File: src/rtl/key_sequencer_pkg.sv
// Shared types and constants for the key sequencer: FSM states, key bit
// positions and a small helper used to size the repeat timer.
package key_sequencer_pkg;

    typedef enum logic [1:0] {
        IDLE,
        HOLD,
        REPEAT,
        WAIT_RELEASE
    } seq_state_t;

    localparam int unsigned KEY_CLR = 0;
    localparam int unsigned KEY_INC = 1;
    localparam int unsigned KEY_DEC = 2;

    function automatic int unsigned max2(input int unsigned a, input int unsigned b);
        return (a > b) ? a : b;
    endfunction

endpackage

File: src/rtl/key_sequencer_if.sv
// Push-button side and command side of the key sequencer bundled together.
// The master drives the raw buttons, the slave (the sequencer) returns the
// command pulses and the debounced key state.
interface key_sequencer_if;

    logic [2:0] key_n;
    logic       inc_pulse;
    logic       dec_pulse;
    logic       clr_pulse;
    logic [2:0] keys_pressed;

    modport master (
        output key_n,
        input  inc_pulse,
        input  dec_pulse,
        input  clr_pulse,
        input  keys_pressed
    );

    modport slave (
        input  key_n,
        output inc_pulse,
        output dec_pulse,
        output clr_pulse,
        output keys_pressed
    );

endinterface

File: src/rtl/key_debounce.sv
// One push-button: two-flop synchronizer followed by a stability counter.
// The accepted level only flips after the synchronized level has disagreed
// with it long enough; any agreeing sample restarts the count.
module key_debounce #(
    parameter int unsigned DEBOUNCE_CYCLES = 1000000
) (
    input  logic clk,
    input  logic reset,
    input  logic key_n,
    output logic pressed
);

    localparam int CNT_W = $clog2(DEBOUNCE_CYCLES + 1);
    localparam logic [CNT_W-1:0] CNT_LAST = CNT_W'(DEBOUNCE_CYCLES);

    logic             sync_meta;
    logic             sync_key;
    logic [CNT_W-1:0] stable_cnt;
    logic             pressed_q;

    // Synchronize the raw button, then count how long it disagrees with the accepted level.
    always_ff @(posedge clk) begin
        if (reset) begin
            sync_meta  <= 1'b1;
            sync_key   <= 1'b1;
            stable_cnt <= '0;
            pressed_q  <= 1'b0;
        end else begin
            sync_meta <= key_n;
            sync_key  <= sync_meta;
            if ((~sync_key) != pressed_q) begin
                if (stable_cnt == CNT_LAST) begin
                    pressed_q  <= ~sync_key;
                    stable_cnt <= '0;
                end else begin
                    stable_cnt <= stable_cnt + 1'b1;
                end
            end else begin
                stable_cnt <= '0;
            end
        end
    end

    assign pressed = pressed_q;

endmodule

File: src/rtl/key_sequencer.sv
// Turns three debounced push-buttons into one-cycle clear/inc/dec commands,
// with auto-repeat for inc and dec while the key stays held.
module key_sequencer #(
    parameter int unsigned DEBOUNCE_CYCLES = 1000000,
    parameter int unsigned REPEAT_DELAY    = 25000000,
    parameter int unsigned REPEAT_PERIOD   = 10000000
) (
    input  logic           clk,
    input  logic           reset,
    key_sequencer_if.slave bus
);

    import key_sequencer_pkg::*;

    localparam int unsigned TIMER_MAX = max2(REPEAT_DELAY, REPEAT_PERIOD);
    localparam int TIMER_W = $clog2(TIMER_MAX + 1);
    localparam logic [TIMER_W-1:0] DELAY_LAST  = TIMER_W'(REPEAT_DELAY - 1);
    localparam logic [TIMER_W-1:0] PERIOD_LAST = TIMER_W'(REPEAT_PERIOD - 1);

    logic [2:0]         pressed;
    seq_state_t         state, state_next;
    logic [1:0]         owner, owner_next;
    logic [1:0]         opposite;
    logic [TIMER_W-1:0] timer, timer_next;
    logic               inc_q, dec_q, clr_q;
    logic               inc_next, dec_next, clr_next;

    for (genvar i = 0; i < 3; i++) begin : g_key
        key_debounce #(
            .DEBOUNCE_CYCLES(DEBOUNCE_CYCLES)
        ) u_debounce (
            .clk     (clk),
            .reset   (reset),
            .key_n   (bus.key_n[i]),
            .pressed (pressed[i])
        );
    end

    assign opposite = (owner == 2'(KEY_INC)) ? 2'(KEY_DEC) : 2'(KEY_INC);

    // Register the FSM state, the repeating key, the timer and the command pulses.
    always_ff @(posedge clk) begin
        if (reset) begin
            state <= IDLE;
            owner <= '0;
            timer <= '0;
            inc_q <= 1'b0;
            dec_q <= 1'b0;
            clr_q <= 1'b0;
        end else begin
            state <= state_next;
            owner <= owner_next;
            timer <= timer_next;
            inc_q <= inc_next;
            dec_q <= dec_next;
            clr_q <= clr_next;
        end
    end

    // Decide the next state and which single command, if any, fires next cycle.
    always_comb begin
        state_next = state;
        owner_next = owner;
        timer_next = timer;
        inc_next   = 1'b0;
        dec_next   = 1'b0;
        clr_next   = 1'b0;
        case (state)
            IDLE: begin
                timer_next = '0;
                if (pressed[KEY_CLR]) begin
                    clr_next   = 1'b1;
                    state_next = WAIT_RELEASE;
                end else if (pressed[KEY_INC] ^ pressed[KEY_DEC]) begin
                    owner_next = pressed[KEY_INC] ? 2'(KEY_INC) : 2'(KEY_DEC);
                    inc_next   = pressed[KEY_INC];
                    dec_next   = pressed[KEY_DEC];
                    state_next = HOLD;
                end else if (pressed[KEY_INC] && pressed[KEY_DEC]) begin
                    state_next = WAIT_RELEASE;
                end
            end
            HOLD, REPEAT: begin
                if (pressed[KEY_CLR]) begin
                    clr_next   = 1'b1;
                    state_next = WAIT_RELEASE;
                end else if (!pressed[owner]) begin
                    state_next = IDLE;
                end else if (pressed[opposite]) begin
                    state_next = WAIT_RELEASE;
                end else if (timer == ((state == HOLD) ? DELAY_LAST : PERIOD_LAST)) begin
                    inc_next   = (owner == 2'(KEY_INC));
                    dec_next   = (owner == 2'(KEY_DEC));
                    timer_next = '0;
                    state_next = REPEAT;
                end else begin
                    timer_next = timer + 1'b1;
                end
            end
            WAIT_RELEASE: begin
                if (pressed == 3'b000) begin
                    state_next = IDLE;
                end
            end
            default: begin
                state_next = IDLE;
            end
        endcase
    end

    assign bus.inc_pulse    = inc_q;
    assign bus.dec_pulse    = dec_q;
    assign bus.clr_pulse    = clr_q;
    assign bus.keys_pressed = pressed;

endmodule

File: src/flat_wrapper.sv
// flat-port wrapper written by rule: the top's interface ports become plain ports
module key_sequencer_flat import key_sequencer_pkg::*;
#(
    parameter int unsigned DEBOUNCE_CYCLES = 1000000,
    parameter int unsigned REPEAT_DELAY    = 25000000,
    parameter int unsigned REPEAT_PERIOD   = 10000000
)
  (clk, reset, bus_key_n, bus_inc_pulse, bus_dec_pulse, bus_clr_pulse, bus_keys_pressed);
  key_sequencer_if bus_i ();
  input  logic clk;
  input  logic reset;
  input wire logic [$bits(bus_i.key_n)-1:0] bus_key_n;
  output wire logic [$bits(bus_i.inc_pulse)-1:0] bus_inc_pulse;
  output wire logic [$bits(bus_i.dec_pulse)-1:0] bus_dec_pulse;
  output wire logic [$bits(bus_i.clr_pulse)-1:0] bus_clr_pulse;
  output wire logic [$bits(bus_i.keys_pressed)-1:0] bus_keys_pressed;
  assign bus_i.key_n = bus_key_n;
  assign bus_inc_pulse = bus_i.inc_pulse;
  assign bus_dec_pulse = bus_i.dec_pulse;
  assign bus_clr_pulse = bus_i.clr_pulse;
  assign bus_keys_pressed = bus_i.keys_pressed;
  key_sequencer #(.DEBOUNCE_CYCLES(DEBOUNCE_CYCLES), .REPEAT_DELAY(REPEAT_DELAY), .REPEAT_PERIOD(REPEAT_PERIOD)) u_core (.clk(clk), .reset(reset), .bus(bus_i));
endmodule
File: config.mk
export PLATFORM = sky130hd
export DESIGN_NAME = key_sequencer_flat
export DESIGN_NICKNAME = d
export VERILOG_FILES = /design/src/rtl/key_sequencer_pkg.sv /design/src/rtl/key_sequencer_if.sv /design/src/rtl/key_debounce.sv /design/src/rtl/key_sequencer.sv /design/src/flat_wrapper.sv
export SDC_FILE = /design/constraint.sdc
export NUM_CORES = 1
export LEC_CHECK = 0
export BUFFER_PORTS_ARGS = -buffer_cell sky130_fd_sc_hd__clkbuf_2
export CAP_MARGIN = 20
export CORE_MARGIN = 2
export CORE_UTILIZATION = 45
export CTS_CLUSTER_DIAMETER = 120
export CTS_CLUSTER_SIZE = 8
export DETAILED_ROUTE_END_ITERATION = 6
export SYNTH_ARGS = -nofsm -noshare
export SYNTH_HDL_FRONTEND = slang
export SYNTH_HIERARCHICAL = 1
export SYNTH_SLANG_ARGS = --single-unit
export TNS_END_PERCENT = 50
File: constraint.sdc
create_clock -name clk -period 2.11 [get_ports clk]
set_input_delay 0.1055 -clock clk [delete_from_list [all_inputs] [get_ports clk]]
set_output_delay 0.1055 -clock clk [all_outputs]
set_load 0.01 [all_outputs]
==> results.py, run 1 <==
metrics = {
    "outcome": {
        "outcome": "completed",
    },
    "synthesis": {
        "yosys.cell_count.top_type": "dfxtp_1",
        "synth_top_area_frac": 0.392,
        "synthTopCellsByArea": "dfxtp_1, xnor2_1, nor2_1, ha_1, xor2_1",
        "async_flop_share": 0,
        "synthesis.area_sq_mm": 0.00516,
        "synth_seq_area_share": 0.392,
        "ys.flop_type": "dfxtp_1",
        "yosysUniqueCellTypes": 58,
        "synth-seq-cells": 101,
        "synth_cells": 574,
        "avgSynthCellArea_sq_um": 8.99,
        "ys_top_cells_by_count": "dfxtp_1, nor2_1, xnor2_1",
        "synth_fp_nets": 593,
        "synth-edff-count": 0,
        "yosys_warnings": 6,
        "yosysTopAreaCell": "dfxtp_1",
    },
    "finish": {
        "layout-drive-gt1-share": 0.206,
        "syn2layout_area_growth_pct": 16.1,
        "fillers": 1055,
        "instances_no_fill": 765,
        "diodes": 0,
        "nNetsFinal": 636,
    },
    "detailed_routing": {
        "vias_per_cell": 5.41,
        "detail_route.wl_per_cell_microns": 13.5,
        "vias": 4142,
        "drt_iter0_markers": 196,
        "ant_nets": 0,
        "drc": 0,
        "drt_first_pass_iters": 4,
        "wl_microns": 10300,
    },
    "setup_path": {
        "cpPeakStageDelay_ns": 0.47,
        "worstPathCellList": "inv_2, ha_4, or4b_4, o22a_1, a2111oi_4, buf_4, nand4_1, a211oi_2",
        "slowest_stage": "or4b_4",
        "crit_fanout": 6,
        "critPathArrivalTime_ns": 2.35,
        "start_kind": "flip-flop",
        "crit_type": "reg2reg",
        "end_kind": "flip-flop",
        "critPathRequiredTime_ns": 2.39,
    },
    "grt": {
        "grt_pass1_vias": 3988,
        "track_usage": 0.173,
        "grt_start_max_net_pins": 19,
        "grtUsageMet3": 0.0536,
        "grt-ovfl-total": 0,
        "grt_pass1_wl_microns": 17800,
        "gr-usage-met1": 0.204,
        "antenna_found_initial": 0,
        "top_usage_layer": "met2",
        "grtUsageMet2": 0.302,
    },
    "die": {
        "pin_count": 11,
        "fp.dieArea_sq_mm": 0.0123,
        "die_w_microns": 111,
        "rows": 39,
        "core_sq_mm": 0.0113,
        "die-height_microns": 111,
        "start_util": 0.456,
    },
    "sta": {
        "grt_setup_unrepaired": "true",
        "final.setup.tns_ns": 0,
        "hold_violations": 0,
        "worst_slew_pin_slew_ns": 0.348,
        "period_minus_slack_ns": 2.07,
        "fin_crit_sh": 0.982,
        "final_max_slew_viol_count": 0,
        "fin_skew_ns": 0.00626,
        "fmax_mhz": 483,
        "setup_viol": 0,
        "relSlewSlack": 0.762,
        "fin_ws_ns": 0.0387,
    },
    "clocking": {
        "numCtsBuffers": 9,
        "cts_tree": "built",
        "clk_latency_ns": 0.35,
        "cts_root_buf": "clkbuf_16",
        "clkSlewWorstSetupHoldPaths_ns": 0.07,
        "cts_sinks": 101,
        "clk_path_buf_depth": 2,
        "htree_levels": 3,
    },
    "power_and_ir_drop": {
        "ir_worst_vdd_v": 0.000681,
        "p_leak_uw": 0.00184,
        "power_density_mw_per_mm2": 711,
    },
    "placement": {
        "dp_hpwl_microns": 7410,
        "port_buffers": 10,
        "placed_cells_incl_taps": 745,
        "dp_slack_ns": -0.0351,
        "place.gp.congestion": 0.812,
    },
    "worst_hold_path": {
        "hp-class": "in2reg",
    },
    "run": {
        "drv_cap": 0,
    },
}
sequential cells by signal (all words and copies together), names as in the netlist:
name and cells:
u_core/g_key.u_debounce/sync_key 3, u_core/timer 25, u_core/g_key.u_debounce/stable_cnt 60, u_core/g_key.u_debounce/sync_meta 3, u_core/bus.inc_pulse 1, u_core/g_key.u_debounce/pressed 3
u_core/bus.dec_pulse 1, u_core/owner 2, u_core/state 2, u_core/bus.clr_pulse 1
cells by family after synthesis:
logic type / Yosys count / synth area share
DFF: 101 / 0.392
AOI/OAI and AO/OA: 79 / 0.111
xor gates and xnor gates: 58 / 0.0985
muxes: 8 / 0.0155
buffers and inverters: 43 / 0.0374
and+or+nand+nor: 271 / 0.312
adders and majority gates: 14 / 0.0340
worst paths after layout:
path / start / to / slack [ns] / cells past startpoint
worst min-delay path: reset / u_core/bus.dec_pulse$_SDFF_PP0_ / 0.06 / 2
worst min register to register: u_core/g_key[1].u_debounce/sync_meta$_SDFF_PP1_ / u_core/g_key[1].u_debounce/sync_key$_SDFF_PP1_ / 0.41 / 1
worst max register to register: u_core/state[1]$_SDFFE_PP0P_ / u_core/bus.inc_pulse$_SDFF_PP0_ / 0.04 / 8
worst max-delay path: u_core/state[1]$_SDFFE_PP0P_ / u_core/bus.inc_pulse$_SDFF_PP0_ / 0.04 / 8
layout make-up:
cell class | instances | area, sq um | area share
inverter | 28 | 105 | 0.0175
tap | 143 | 179 | 0.0299
multi-input combinational | 430 | 3020 | 0.503
clock buffer | 10 | 229 | 0.0382
clock inverter | 6 | 71.3 | 0.0119
timing repair buffer | 47 | 364 | 0.0608
sequential | 101 | 2030 | 0.338
per-layer routing:
layer	vias to the layer above	part of all wire
met4	0	0.014
met5	-	0
met2	34	0.49
met1	1954	0.47
li1	2143	-
met3	11	0.031
layout by cell type, fill, tap and decap left out, drive strengths merged, types with 7 or more instances in the layout:
master,netlist,final
inv,28,30
buf,9,34
a21oi,23,23
nor4,19,19
dfxtp,101,101
mux2i,8,8
or4,8,8
and3,10,10
and4,7,7
nand2,23,23
nor4b,7,7
xnor2,41,41
xor2,17,17
nand4,22,22
ha,14,14
o21ai,29,29
nor3,15,15
nand3,31,31
nor2,83,83
or3,18,18
clkbuf,6,20
o2111ai,7,7
through the flow:
stage / area [sq um] / hold WS, ns / total power (uW) / util
finish: 5990 / 0.0581 / 4260 / 0.529
global route: 5990 / 0.0625 / 4450 / 0.529
CTS: 5960 / 0.0396 / 4320 / 0.527
detailed placement: 5610 / 0.290 / 2610 / 0.495
global placement: 5610 / 0.291 / 2600 / 0.495
floorplan: 5200 / 0.209 / 2380 / -
power by group:
group / internal, uW / switching, uW / total [uW]
sequential: 1930 / 17.9 / 1950
combinational: 292 / 349 / 641
clock: 932 / 738 / 1670
total: 3160 / 1100 / 4260
repair_timing:
| item | CTS | global route |
|---|---|---|
| hold endpoints to repair | 3 | 0 |
| pin swaps | 0 | 7 |
| hold buffers | 3 | 0 |
| buffers inserted | 1 | 0 |
| endpoints found under the setup margin | 18 | 27 |
| resized for setup | 4 | 7 |
critical path, delay by kind of cell (launching register included):
kind,cells,cell delay (ns)
compound gates,3,0.67
fa+ha+maj,1,0.15
buf+inv,2,0.28
flops,1,0.33
simple gates,2,0.58
Power figures use the tool's default switching activity.
==> run 2: changes to the inputs <==
==> constraint.sdc (replaced) <==
create_clock -name clk -period 2.3 [get_ports clk]
set_input_delay 0.115 -clock clk [delete_from_list [all_inputs] [get_ports clk]]
set_output_delay 0.115 -clock clk [all_outputs]
set_load 0.01 [all_outputs]
==> results.py, run 2 (synthesized netlist as in run 1, its figures left out) <==
metrics = {
    "outcome": {
        "outcome": "completed",
    },
    "finish": {
        "final_area_sq_mm": 0.00586,
        "final_common_cell": "dfxtp_1",
        "fin_util": 0.517,
        "reg.largest.list": "u_core/g_key.u_debounce/stable_cnt x60, u_core/timer x25",
        "diodes": 0,
        "final_cell_mix": "dfxtp_1, nor2_1, xnor2_1",
        "syn2layout_area_growth_pct": 13.5,
        "largest_reg_flops": 60,
        "layout-drive-gt1-share": 0.178,
        "instances_no_fill": 757,
        "top_register": "u_core/g_key.u_debounce/stable_cnt",
        "nNetsFinal": 628,
    },
    "setup_path": {
        "end_kind": "flip-flop",
        "critPathArrivalTime_ns": 2.40,
        "start_kind": "flip-flop",
        "critPathRequiredTime_ns": 2.55,
        "crit_type": "reg2reg",
        "crit_fanout": 5,
    },
    "detailed_routing": {
        "ant_nets": 0,
        "detail_route.wl_per_cell_microns": 13.6,
        "drt_iter0_markers": 269,
        "vias_per_cell": 5.48,
        "wl_microns": 10300,
        "drt_first_pass_iters": 4,
        "drc": 0,
        "vias": 4149,
    },
    "grt": {
        "track_usage": 0.174,
        "grt_pass1_vias": 3841,
        "antenna_found_initial": 0,
        "grt_start_max_net_pins": 19,
        "grt-ovfl-total": 0,
        "grt_pass1_wl_microns": 17900,
    },
    "sta": {
        "final_max_slew_viol_count": 0,
        "fmax_mhz": 464,
        "grt_setup_unrepaired": "true",
        "fin_ws_ns": 0.143,
        "worst_slew_pin_slew_ns": 0.403,
        "hold_violations": 0,
        "fin_crit_sh": 0.938,
        "fin_skew_ns": 0.00789,
        "relSlewSlack": 0.725,
        "setup_viol": 0,
        "period_minus_slack_ns": 2.16,
    },
    "clocking": {
        "clkSlewWorstSetupHoldPaths_ns": 0.07,
        "clk_path_buf_depth": 2,
        "cts_root_buf": "clkbuf_16",
        "cts_sinks": 101,
        "htree_levels": 3,
        "numCtsBuffers": 9,
        "clk_latency_ns": 0.35,
        "cts_tree": "built",
    },
    "worst_hold_path": {
        "hp-class": "in2reg",
    },
    "die": {
        "start_util": 0.456,
        "die_w_microns": 111,
        "pin_count": 11,
        "rows": 39,
        "core_sq_mm": 0.0113,
        "die-height_microns": 111,
        "fp.dieArea_sq_mm": 0.0123,
    },
    "placement": {
        "placed_cells_incl_taps": 737,
        "post_dp_cell_area_sq_mm": 0.00550,
        "place.gp.congestion": 0.770,
        "port_buffers": 10,
        "dp_slack_ns": 0.115,
        "dp_hpwl_microns": 7220,
    },
    "power_and_ir_drop": {
        "ir_worst_vdd_v": 0.000699,
        "total_power_uw": 3800,
        "power_density_mw_per_mm2": 648,
        "p_leak_uw": 0.00179,
    },
    "run": {
        "drv_cap": 0,
    },
}
run 2: changes by cell type in the layout (fill, tap and decap cells not counted), sizes merged:
cell,before,now
clkinv,2,4
inv,30,29
clkinvlp,1,0
buf,34,26
run 2: routing by layer:
layer / vias up / GRT usage / wire [microns]
met5: - / 0 / 0
met4: 0 / 0.0395 / 104
met3: 6 / 0.0547 / 382
met2: 56 / 0.293 / 4900
met1: 1966 / 0.220 / 4890
li1: 2121 / - / -
run 2: worst paths after layout:
check,slack (ns),from,depth (start not counted),endpoint
worst max-delay path,0.14,u_core/state[1]$_SDFFE_PP0P_,9,u_core/timer[1]$_SDFFE_PP0P_
worst min register to register,0.41,u_core/g_key[1].u_debounce/sync_meta$_SDFF_PP1_,1,u_core/g_key[1].u_debounce/sync_key$_SDFF_PP1_
worst min-delay path,0.12,reset,2,u_core/timer[4]$_SDFFE_PP0P_
worst max register to register,0.14,u_core/state[1]$_SDFFE_PP0P_,9,u_core/timer[1]$_SDFFE_PP0P_
run 2: repair_timing:
| item | CTS | global route |
|---|---|---|
| hold buffers | 3 | 0 |
| setup buffers | 0 | 1 |
| setup endpoints to repair | 0 | 18 |
| hold endpoints to repair | 3 | 0 |
| resized for setup | 0 | 5 |
run 2: cell type report:
class | count | area, sq um
multi-input combinational | 430 | 2970
fill | 1085 | 5460
sequential | 101 | 2020
timing repair buffer | 39 | 292
clock inverter | 6 | 62.6
clock buffer | 10 | 229
inverter | 28 | 105
tap | 143 | 179
run 2: per-stage QoR:
step           TNS [ns]  hold WS, ns
4_1_cts               0        0.120
2_1_floorplan         0        0.219
5_1_grt        -0.00887        0.153
6_report              0        0.121
3_5_place_dp          0        0.329
3_3_place_gp          0        0.325
run 2: critical path: stages (launching register included):
cell	delay, ns
dfxtp_1	0.33
inv_1	0.06
ha_1	0.20
or4b_1	0.47
o22a_1	0.21
a2111oi_4	0.28
buf_4	0.20
buf_4	0.11
a2bb2oi_1	0.16
nor2_1	0.05
run 2: report_power, final:
| group | switching (uW) | internal (uW) | total, uW | leakage, uW |
|---|---|---|---|---|
| clock network | 675 | 844 | 1520 | 0.000147 |
| registers | 13.5 | 1770 | 1780 | 0.000815 |
| logic | 295 | 199 | 494 | 0.000825 |
| total | 983 | 2810 | 3800 | 0.00179 |
